[config.mk]
export PLATFORM = sky130hd
export DESIGN_NAME = prog_freq_divider_flat
export DESIGN_NICKNAME = d
export VERILOG_FILES = /design/src/rtl/prog_freq_divider_if.sv /design/src/rtl/prog_freq_divider.sv /design/src/flat_wrapper.sv
export SDC_FILE = /design/constraint.sdc
export NUM_CORES = 1
export LEC_CHECK = 0
export CORE_ASPECT_RATIO = 0.7
export CORE_MARGIN = 1
export CORE_UTILIZATION = 31
export CTS_CLUSTER_SIZE = 14
export DETAILED_ROUTE_END_ITERATION = 12
export GPL_TIMING_DRIVEN = 0
export PLACE_DENSITY_LB_ADDON = 0.12
export SETUP_SLACK_MARGIN = 0.3
export SLEW_MARGIN = 20
export SYNTH_ARGS = -nofsm -noshare
export SYNTH_HDL_FRONTEND = slang
export SYNTH_SLANG_ARGS = --single-unit
[constraint.sdc]
create_clock -name clk -period 4.51 [get_ports clk]
set_clock_uncertainty 0.1 [all_clocks]
set_input_delay 0.6765 -clock clk [delete_from_list [all_inputs] [get_ports clk]]
set_output_delay 0.6765 -clock clk [all_outputs]
set_load 0.005 [all_outputs]
[src/rtl/prog_freq_divider_if.sv]
// prog_freq_divider_if: control and status bundle of the programmable divider.
// The master side drives enable, sync and ratio writes. The slave side (the
// divider) returns the active ratio, the phase, the tick and the taps.
interface prog_freq_divider_if #(
   parameter int unsigned WIDTH = 8,
   parameter int unsigned NTAPS = 3
);
   logic             en;
   logic             sync;
   logic             ratio_wr;
   logic [WIDTH-1:0] ratio_in;
   logic [WIDTH-1:0] ratio_cur;
   logic             pending;
   logic [WIDTH-1:0] cnt;
   logic             tick;
   logic             clk_out;
   logic [NTAPS-1:0] taps;

   modport master (
      output en, sync, ratio_wr, ratio_in,
      input  ratio_cur, pending, cnt, tick, clk_out, taps
   );

   modport slave (
      input  en, sync, ratio_wr, ratio_in,
      output ratio_cur, pending, cnt, tick, clk_out, taps
   );
endinterface

[src/rtl/prog_freq_divider.sv]
// prog_freq_divider: programmable divide-by-N clock-enable generator.
// It produces a one-cycle tick per period, a registered near-50% square wave
// and optional power-of-two taps. All logic runs in the clk domain.
// Optional macro FD_TAPS_EN builds the tap counter. When the macro is not
// defined, taps is tied to 0.
module prog_freq_divider #(
   parameter int unsigned WIDTH       = 8,
   parameter int unsigned NTAPS       = 3,
   parameter int unsigned RESET_RATIO = 2
) (
   input  logic                clk,
   input  logic                rst,
   prog_freq_divider_if.slave  bus
);

   localparam logic [WIDTH-1:0] RST_RATIO = WIDTH'(RESET_RATIO);
   localparam logic [WIDTH-1:0] ONE       = WIDTH'(1);

   logic [WIDTH-1:0] cnt_q, cnt_d;
   logic [WIDTH-1:0] ratio_cur_q, ratio_cur_d;
   logic [WIDTH-1:0] shadow_q, shadow_d;
   logic             pending_q, pending_d;
   logic             clk_out_q, clk_out_d;
   logic [WIDTH-1:0] wr_ratio;
   logic             at_end;
   logic             tick_c;

   // A requested ratio of 0 is mapped to 1
   assign wr_ratio = (bus.ratio_in == '0) ? ONE : bus.ratio_in;
   assign at_end   = (cnt_q == (ratio_cur_q - ONE));
   // sync forces a zero tick so the realigned phase starts cleanly
   assign tick_c   = bus.en & ~bus.sync & at_end;

   // Next-state logic for phase, ratio, shadow and square wave
   always_comb begin
      cnt_d       = cnt_q;
      ratio_cur_d = ratio_cur_q;
      shadow_d    = shadow_q;
      pending_d   = pending_q;
      clk_out_d   = clk_out_q;

      if (bus.sync) begin
         cnt_d     = '0;
         clk_out_d = 1'b0;
         pending_d = 1'b0;
         if (bus.ratio_wr) begin
            ratio_cur_d = wr_ratio;
            shadow_d    = wr_ratio;
         end else if (pending_q) begin
            ratio_cur_d = shadow_q;
         end
      end else if (!bus.en) begin
         // While frozen, a new or pending ratio loads at once and restarts the phase
         if (bus.ratio_wr) begin
            ratio_cur_d = wr_ratio;
            shadow_d    = wr_ratio;
            pending_d   = 1'b0;
            cnt_d       = '0;
            clk_out_d   = 1'b0;
         end else if (pending_q) begin
            ratio_cur_d = shadow_q;
            pending_d   = 1'b0;
            cnt_d       = '0;
            clk_out_d   = 1'b0;
         end
      end else begin
         if (bus.ratio_wr) begin
            shadow_d  = wr_ratio;
            pending_d = 1'b1;
         end
         if (at_end) begin
            cnt_d = '0;
            // A write in the boundary cycle goes straight through
            if (bus.ratio_wr) begin
               ratio_cur_d = wr_ratio;
               pending_d   = 1'b0;
            end else if (pending_q) begin
               ratio_cur_d = shadow_q;
               pending_d   = 1'b0;
            end
         end else begin
            cnt_d = cnt_q + ONE;
         end
         // High once cnt reaches N - ceil(N/2), which equals floor(N/2)
         clk_out_d = (cnt_d >= (ratio_cur_d >> 1));
      end
   end

   // State registers with synchronous reset
   always_ff @(posedge clk) begin
      if (rst) begin
         cnt_q       <= '0;
         ratio_cur_q <= RST_RATIO;
         shadow_q    <= RST_RATIO;
         pending_q   <= 1'b0;
         clk_out_q   <= 1'b0;
      end else begin
         cnt_q       <= cnt_d;
         ratio_cur_q <= ratio_cur_d;
         shadow_q    <= shadow_d;
         pending_q   <= pending_d;
         clk_out_q   <= clk_out_d;
      end
   end

`ifdef FD_TAPS_EN
   logic [NTAPS-1:0] tap_cnt_q, tap_cnt_d;

   // Binary tap counter advances on tick and is cleared by sync
   always_comb begin
      tap_cnt_d = tap_cnt_q;
      if (bus.sync) begin
         tap_cnt_d = '0;
      end else if (tick_c) begin
         tap_cnt_d = tap_cnt_q + NTAPS'(1);
      end
   end

   // Tap counter register
   always_ff @(posedge clk) begin
      if (rst) begin
         tap_cnt_q <= '0;
      end else begin
         tap_cnt_q <= tap_cnt_d;
      end
   end

   assign bus.taps = tap_cnt_q;
`else
   assign bus.taps = '0;
`endif

   assign bus.ratio_cur = ratio_cur_q;
   assign bus.pending   = pending_q;
   assign bus.cnt       = cnt_q;
   assign bus.tick      = tick_c;
   assign bus.clk_out   = clk_out_q;

endmodule

[src/flat_wrapper.sv]
// flat-port wrapper written by rule: the top's interface ports become plain ports
module prog_freq_divider_flat 
#(
   parameter int unsigned WIDTH       = 8,
   parameter int unsigned NTAPS       = 3,
   parameter int unsigned RESET_RATIO = 2
)
  (clk, rst, bus_en, bus_sync, bus_ratio_wr, bus_ratio_in, bus_ratio_cur, bus_pending, bus_cnt, bus_tick, bus_clk_out, bus_taps);
  prog_freq_divider_if #(.WIDTH(WIDTH), .NTAPS(NTAPS)) bus_i ();
  input  logic clk;
  input  logic rst;
  input wire logic [$bits(bus_i.en)-1:0] bus_en;
  input wire logic [$bits(bus_i.sync)-1:0] bus_sync;
  input wire logic [$bits(bus_i.ratio_wr)-1:0] bus_ratio_wr;
  input wire logic [$bits(bus_i.ratio_in)-1:0] bus_ratio_in;
  output wire logic [$bits(bus_i.ratio_cur)-1:0] bus_ratio_cur;
  output wire logic [$bits(bus_i.pending)-1:0] bus_pending;
  output wire logic [$bits(bus_i.cnt)-1:0] bus_cnt;
  output wire logic [$bits(bus_i.tick)-1:0] bus_tick;
  output wire logic [$bits(bus_i.clk_out)-1:0] bus_clk_out;
  output wire logic [$bits(bus_i.taps)-1:0] bus_taps;
  assign bus_i.en = bus_en;
  assign bus_i.sync = bus_sync;
  assign bus_i.ratio_wr = bus_ratio_wr;
  assign bus_i.ratio_in = bus_ratio_in;
  assign bus_ratio_cur = bus_i.ratio_cur;
  assign bus_pending = bus_i.pending;
  assign bus_cnt = bus_i.cnt;
  assign bus_tick = bus_i.tick;
  assign bus_clk_out = bus_i.clk_out;
  assign bus_taps = bus_i.taps;
  prog_freq_divider #(.WIDTH(WIDTH), .NTAPS(NTAPS), .RESET_RATIO(RESET_RATIO)) u_core (.clk(clk), .rst(rst), .bus(bus_i));
endmodule
Word level (Yosys, flattened, before mapping)
Index checks and enable logic that the tools add are counted.
{"block": "totals", "mem_bits_ro": 0, "word_cells": 40, "reg_bits": 26, "memories": 0, "out_inout_bits": 22, "mem_bits_rw": 0, "inputBits": 13, "latch_bits": 0}
{"block": "op_classes", "n_addsub": 2, "muxes": 21, "n_reduce_logical": 4, "eq_ne": 2, "n_shift": 0, "n_div": 0, "n_lt_le_gt_ge": 1, "n_bitwise": 4, "n_mul": 0}
{"op": "8-bit two-way mux", "n": 14}
{"op": "8-bit by 1-bit adder with 8-bit output (second input constant)", "n": 1}
{"op": "8-bit == test", "n": 1}
{"op": "8-bit by 7-bit >= comparator with 1-bit output", "n": 1}
{"op": "8-bit zero test", "n": 1}
{"op": "8-bit by 1-bit subtractor with 8-bit output (second input constant)", "n": 1}
{"op": "1-bit two-way mux", "n": 7}
{"op": "3-bit by 1-bit inequality test with 1-bit output (second input constant)", "n": 1}
{"op": "3-bit nonzero test", "n": 1}
{"op": "3-bit OR reduction", "n": 1}
{"op": "1-bit AND", "n": 2}
{"op": "1-bit inverter", "n": 2}
{"op": "2-bit OR reduction", "n": 1}

Logic depth before layout (Yosys ltp)
Gate-level depths: netlist of the first run.
{"block": "logic_depth", "word_depth": 8, "mapped_depth": 18, "ltp_nobuf": 17}

Least setup slack after synthesis of the first run
No wires, ideal clock.
{"block": "synth_path", "path_kind": "flip-flop to flip-flop", "start": "register u_core.ratio_cur_q[0] (netlist: u_core.bus.ratio_cur[0])", "end": "register u_core.clk_out_q (netlist: u_core.bus.clk_out)", "arrival_ns": 3.003, "synth_period_minus_slack_ns": 3.227, "stages_incl_launch_ff": 16, "n_path_buf": 2, "setup_ns": 0.124, "slack_ns": 1.283, "required_time_ns": 4.286, "path_cell_list": "dfxtp_1 -> inv_1 -> ha_1 -> clkbuf_1 -> xnor2_1 -> nor2_1 -> o31a_1 -> a2111oi_4 -> nand2_4 -> buf_6 -> mux2i_1 -> ha_1 -> a2111oi_0 -> a211oi_1 -> a31oi_1 -> o22ai_1"}
{"block": "synth_between", "elab_chain_len": 7, "elab_cells_between_ends": 10, "classes_between": "1 x add/sub; 1 x order compare; 1 x eq/ne; 7 x mux"}
{"item": "from (decl)", "line": "prog_freq_divider.sv:20", "rtl": "logic [WIDTH-1:0] ratio_cur_q, ratio_cur_d;"}
{"item": "from (signal assigned)", "line": "prog_freq_divider.sv:99", "rtl": "ratio_cur_q <= ratio_cur_d;"}
{"item": "8-bit by 1-bit subtractor with 8-bit output *", "line": "prog_freq_divider.sv:30", "rtl": "assign at_end = (cnt_q == (ratio_cur_q - ONE));"}
{"item": "8-bit == test *", "line": "prog_freq_divider.sv:30"}
{"item": "8-bit two-way mux", "line": "prog_freq_divider.sv:71", "rtl": "if (at_end) begin"}
{"item": "8-bit two-way mux", "line": "prog_freq_divider.sv:52", "rtl": "end else if (!bus.en) begin"}
{"item": "8-bit two-way mux", "line": "prog_freq_divider.sv:42", "rtl": "if (bus.sync) begin"}
{"item": "8-bit by 7-bit >= comparator with 1-bit output *", "line": "prog_freq_divider.sv:85", "rtl": "clk_out_d = (cnt_d >= (ratio_cur_d >> 1));"}
{"item": "1-bit two-way mux *", "line": "prog_freq_divider.sv:52"}
{"item": "to (signal assigned)", "line": "prog_freq_divider.sv:102", "rtl": "clk_out_q <= clk_out_d;"}
{"item": "to (decl)", "line": "prog_freq_divider.sv:23", "rtl": "logic clk_out_q, clk_out_d;"}
Mark *: on every way between the ends. The rest lies on a longest branch, timed or not. The select of a mux whose other input is x is not followed.
A chain may end at the register's enable or synchronous reset.

Final worst setup path of the first run
{"block": "layout_path", "start": "register u_core.ratio_cur_q[0] (netlist: u_core.bus.ratio_cur[0])", "end": "output port bus_tick"}
{"block": "layout_between", "elab_chain_len": 3}
{"item": "8-bit by 1-bit subtractor with 8-bit output", "line": "prog_freq_divider.sv:30"}
{"item": "8-bit == test", "line": "prog_freq_divider.sv:30"}
{"item": "1-bit AND", "line": "prog_freq_divider.sv:32", "rtl": "assign tick_c = bus.en & ~bus.sync & at_end;"}
{"item": "to (decl)", "line": "flat_wrapper.sv:19", "rtl": "output wire logic [$bits(bus_i.tick)-1:0] bus_tick;"}
Every way passes these cells.

==> results of run 1 <==
[cells in the final DEF, fill, tap and decap left out, types with 9 or more instances in the layout]
cell and count:
inv_1 11, clkdlybuf4s50_1 30, nand2b_1 16, a21oi_1 14, mux2i_1 20, nor2_1 9
dfxtp_1 24, clkbuf_1 10, nand2_1 34, ha_1 9, o21ai_0 15
[how the worst max path moves through the flow]
| stage | from | to | cells past startpoint |
|---|---|---|---|
| floorplan | u_core.bus.ratio_cur[0]$_SDFFE_PP0P_ | u_core.bus.clk_out$_SDFFE_PP0P_ | 15 |
| global placement | u_core.bus.ratio_cur[0]$_SDFFE_PP0P_ | u_core.bus.clk_out$_SDFFE_PP0P_ | 18 |
| detailed placement | u_core.bus.ratio_cur[0]$_SDFFE_PP0P_ | u_core.bus.clk_out$_SDFFE_PP0P_ | 18 |
| CTS | u_core.bus.ratio_cur[0]$_SDFFE_PP0P_ | bus_tick | 11 |
| global route | u_core.bus.ratio_cur[0]$_SDFFE_PP0P_ | bus_tick | 12 |
| finish | u_core.bus.ratio_cur[0]$_SDFFE_PP0P_ | bus_tick | 12 |
[metal layers]
layer / wire length [um] / vias to the layer above
met2: 1900 / 25
met5: 0 / -
met3: 142 / 4
met1: 2830 / 768
met4: 31 / 0
li1: - / 889
[through the flow]
step / setup WS, ps / cells / area, um^2
after floorplan: 1280 / 240 / 1890
after global placement: 607 / 345 / 2280
after detailed placement: 641 / 345 / 2280
after CTS: 419 / 348 / 2320
after global routing: 292 / 349 / 2330
final: 456 / 349 / 2330
[Yosys cell counts, drive strengths merged, types with 4 or more instances]
cell,count,area (um^2)
nand2,35,139
o21ai,15,75.1
inv,11,41.3
a21oi,14,70.1
nor3,4,20.0
nor2b,5,31.3
nand3,4,20.0
buf,6,56.3
dfxtp,26,521
a31oi,5,31.3
clkbuf,11,42.5
xnor2,5,43.8
nor2,9,33.8
nand2b,16,100
mux2i,20,200
xor2,4,35.0
ha,9,113
[report_power, final]
group / switching, mW / total, mW / leakage [nW] / internal (mW)
Clock: 0.0792 / 0.139 / 0.0216 / 0.0602
Sequential: 0.0123 / 0.253 / 0.213 / 0.241
Combinational: 0.0766 / 0.149 / 0.726 / 0.0721
[layout make-up]
class | count | share of cell area, %
clock buffer | 3 | 1.77
tap | 75 | 4.02
multi-input combinational | 186 | 52.6
buffer | 17 | 4.23
sequential | 26 | 22.4
inverter | 11 | 1.77
timing repair buffer | 31 | 13.2
[cell families after synthesis]
| group | count (synthesis) |
|---|---|
| muxes | 20 |
| xor gates and xnor gates | 9 |
| DFF | 26 |
| adders and majority gates | 9 |
| other | 1 |
| buffers and inverters | 28 |
| and+or+nand+nor | 92 |
| AOI/OAI and AO/OA | 53 |
[flip-flops by register name, indices dropped and copies added (netlist names)]
signal	flops
u_core.bus.clk_out	1
u_core.bus.cnt	8
u_core.bus.pending	1
u_core.bus.ratio_cur	8
u_core.shadow_q	8
[timing repair]
item / in CTS / in global routing
endpoints found under the setup margin: 0 / 2
setup buffers: 0 / 1
resized for setup: 0 / 2
==> impl_metrics.toml, run 1 <==
[run_status]
outcome = "complete, no violations"

[timing]
timing.hold.ws_ps = 365
fin_setup_tns_ps = 0
slew_violations = 0
min_period_ps = 4050
grt_setup_unrepaired = "false"
post-route-period-util_pct = 89.9
setup_violations = 0
relSlewSlack_pct = 58.8
max_freq_ghz = 0.247
worst_slew_pin_slew_ps = 618
hold_viol_final = 0

[grt]
grt_max_degree = 14
globalRoute.totalOverflow = 0
first_global_vias = 1474
gr-usage-met2_pct = 21.6
grtUsageMet1_pct = 25.5
grt_busiest_layer = "met1"
grt_pass1_wl_um = 7660
use_met3_pct = 3.38
antenna_found_initial = 0
grt_use_total_pct = 16.1

[logic_synthesis]
synth_ff_type = "dfxtp_1"
syn_area_per_cell_um2 = 7.91
syn_area_um2 = 1880
synth_cell_types = 43
yosys.area_share.simple_pct = 25.6
synth_edf_count = 0
synthAdderAreaFrac_pct = 5.98
ys_ff_latch = 26
synth-async-reset-ratio_pct = 0
postSynthCellCount = 238
synthMuxAreaShare_pct = 10.6
synthXorXnorAreaFrac_pct = 4.19
ys_warn_count = 0
synth_top_family_by_area = "simple AND/OR/NAND/NOR gates"
synth_compound_area_share_pct = 18.3
yosysSeqAreaShare_pct = 27.7

[layout]
drive_gt1_share_pct = 7.30
area_delta_synth_final_pct = 24.1
fillers = 602
multiInputGateArea_um2 = 1230
regArea_um2 = 523
antennaDiodeCount = 0
finalCoreUtilization_pct = 40.4
fin_nets = 298

[critical_path]
critical-path-top-delay-family = "buffers and inverters"
critical_path.max_fanout = 10
cpPeakStageDelay_ps = 540
path_class = "register to output port"
cp-start-kind = "register"
r2r_end = "u_core.bus.clk_out$_SDFFE_PP0P_"
crit_arrival_ps = 3280
cp-end-kind = "output port"
path_cells = "inv_1, ha_1, clkbuf_1, xnor2_1, nor2_1, o31a_1, a2111oi_4, buf_4, nand2_4, buf_6, nor3_1, clkdlybuf4s50_1"
r2r_start = "u_core.bus.ratio_cur[0]$_SDFFE_PP0P_"
r2r_slack_ps = 640
crit_buf_inv = 5
r2r_cells = 19
critPathRequiredTime_ps = 3730
slowest_stage = "clkdlybuf4s50_1"

[placed_design]
globalplace.congestion = 0.755
dp_hpwl_um = 3800
portBuffers = 30

[job]
max-cap-violations = 0

[clock_network]
holdBufCountCts = 0
cts_buffers = 3
cts_root_buffer = "clkbuf_8"
htree_levels = 1
insertion_delay_ps = 280
clk_pin_slew_ps = 100
clock_sinks = 26
cts_tree = "done"
cts_buffer_depth = 2

[floorplan]
core_um2 = 5780
pin_count = 35
die_h_um = 67.2
dieArea_um2 = 6390
row_count = 23
die_w_um = 95.1
start_util_pct = 32.5

[min_path]
holdPathEnd = "u_core.shadow_q[0]$_SDFFE_PP0P_"
hp-class = "register to register"
min_from = "u_core.shadow_q[0]$_SDFFE_PP0P_"
holdPathStages = 1

[power]
power_uw = 541
leakage_nw = 0.960
power.ir.vdd_worst_mv = 0.121
pwr_density_cell_nw_per_um2 = 232

[route]
post_drt_via_cell_ratio = 4.83
dr.first_iter.drc_count = 99
drcViolationCount = 0
drt-total-wl_um = 4900
wl_per_cell_um = 14.1
final_antenna_net_count = 0
via_count = 1686
dr.pass1.iters = 4
Note: power is estimated with default switching activity, not from simulation.
==> run 2: changes to the inputs <==
--- a/config.mk
+++ b/config.mk
@@ -11,6 +11,7 @@
 export CTS_CLUSTER_SIZE = 14
 export DETAILED_ROUTE_END_ITERATION = 12
 export GPL_TIMING_DRIVEN = 0
+export HOLD_SLACK_MARGIN = 0.02
 export PLACE_DENSITY_LB_ADDON = 0.12
 export SETUP_SLACK_MARGIN = 0.3
 export SLEW_MARGIN = 20
==> results of run 2 <==
Final layout, timing and power as in run 1 (identical DEF).
==> run 3: changes to the inputs <==
--- a/config.mk
+++ b/config.mk
@@ -6,8 +6,8 @@
 export NUM_CORES = 1
 export LEC_CHECK = 0
 export CORE_ASPECT_RATIO = 0.7
-export CORE_MARGIN = 1
-export CORE_UTILIZATION = 31
+export CORE_MARGIN = 2
+export CORE_UTILIZATION = 52
 export CTS_CLUSTER_SIZE = 14
 export DETAILED_ROUTE_END_ITERATION = 12
 export GPL_TIMING_DRIVEN = 0
==> impl_metrics.toml, run 3 (synthesis results as in run 1) <==
[run_status]
outcome = "complete, no violations"

[layout]
drive_gt1_share_pct = 6.93
layout_commonest_cell = "nand2_1"
final_cell_mix = "nand2_1, clkdlybuf4s50_1, dfxtp_1, mux2i_1, nand2b_1"
fin_nets = 297
finalCoreUtilization_pct = 66.1
fillers = 313
area_delta_synth_final_pct = 22.7
antennaDiodeCount = 0
stdcell_count = 324

[clock_network]
cts_setup_buffers = 0
cts_buffers = 3
clk_pin_slew_ps = 100
cts_buffer_depth = 2
cts_tree = "done"
htree_levels = 1
cts_root_buffer = "clkbuf_8"
insertion_delay_ps = 280
clock_sinks = 26
holdBufCountCts = 0

[route]
dr.first_iter.drc_count = 121
final_antenna_net_count = 0
via_count = 1704
wl_per_cell_um = 13.5
dr.pass1.iters = 4
drcViolationCount = 0
drt-total-wl_um = 4360
post_drt_via_cell_ratio = 5.26

[grt]
antenna_found_initial = 0
globalRoute.totalOverflow = 0
grt_max_degree = 15
grt_use_total_pct = 22.4
grt_pass1_wl_um = 7260
first_global_vias = 1501

[floorplan]
die_w_um = 75.9
pin_count = 35
start_util_pct = 53.9
dieArea_um2 = 4120
die_h_um = 54.3
core_um2 = 3490
row_count = 18

[timing]
grt_setup_unrepaired = "false"
setup_violations = 0
timing.hold.ws_ps = 362
fin_setup_tns_ps = 0
max_freq_ghz = 0.250
worst_slew_pin_slew_ps = 659
hold_viol_final = 0
slew_violations = 0
relSlewSlack_pct = 56.1
min_period_ps = 3990
post-route-period-util_pct = 88.5

[min_path]
min_from = "u_core.shadow_q[0]$_SDFFE_PP0P_"
hp-class = "register to register"

[critical_path]
critical_path.max_fanout = 10
crit_arrival_ps = 3220
crit_start = "u_core.bus.ratio_cur[1]$_SDFF_PP1_"
path_class = "register to output port"
critPathRequiredTime_ps = 3730
cp-end-kind = "output port"
r2r_start = "u_core.bus.ratio_cur[1]$_SDFF_PP1_"
cp-start-kind = "register"

[power]
power_frac_clock_pct = 28.0
pwr_density_cell_nw_per_um2 = 240
leakage_nw = 0.962
p_int_uw = 390
power.ir.vdd_worst_mv = 0.218
p_seq_share_pct = 45.6
switching_share_pct = 29.5
switching_power_uw = 163
combPwrFrac_pct = 26.5
power_uw = 553

[job]
max-cap-violations = 0

[placed_design]
dp_cells = 320
portBuffers = 30
dp_hpwl_um = 3450
globalplace.congestion = 0.827
run 3: cell types whose count changed in the layout (fill, tap and decap cells not counted), sizes merged:
cell	before	now
buf	7	6
clkbuf	14	15
run 3: worst max-delay path, stage by stage (launching register included):
cell and delay [ps]:
dfxtp_1 450, inv_1 110, ha_1 180, clkbuf_1 220
xnor2_1 210, nor2_1 60, o31a_1 310, a2111oi_4 380
nand2_4 140, buf_6 180, nor3_1 160, clkdlybuf4s50_1 530
run 3: power by group through the flow:
stage,logic [mW],clock network (mW),registers [mW]
floorplan,0.0972,0,0.255
global placement,0.142,0,0.257
detailed placement,0.145,0,0.257
CTS,0.146,0.160,0.252
global route,0.163,0.173,0.254
finish,0.147,0.155,0.252
run 3: stage by stage:
stage	setup WS (ps)	area, um^2
2_1_floorplan	1280	1890
3_3_place_gp	774	2250
3_5_place_dp	710	2250
4_1_cts	489	2310
5_1_grt	326	2310
6_report	517	2310
run 3: final cells by class:
cell class              count  area [um^2]  area share (%)
repair buffers             30          300            13.0
plain buffers              17         98.8            4.28
multi-input cells         186         1230            53.2
clock buffers               4         55.1            2.38
flip-flops and latches     26          522            22.6
inverters                  11         41.3            1.79
well taps                  50         62.6            2.71
run 3: layer usage:
layer	global-route usage, %	routed length, um
met5	0	0
met4	1.82	12
met2	33.5	1750
met1	34.8	2380
met3	3.96	213
run 3: repair_timing:
action,CTS,global route
setup endpoints to repair,0,2
resized for setup,0,1
endpoints found under the hold margin,0,0
run 3: final timing paths:
kind / end / slack, ps / depth (start not counted)
hold / removal: u_core.shadow_q[0]$_SDFFE_PP0P_ / 360 / 1
setup reg to reg: u_core.bus.clk_out$_SDFFE_PP0P_ / 650 / 18
hold reg to reg: u_core.shadow_q[0]$_SDFFE_PP0P_ / 360 / 1
setup / recovery: bus_tick / 520 / 11
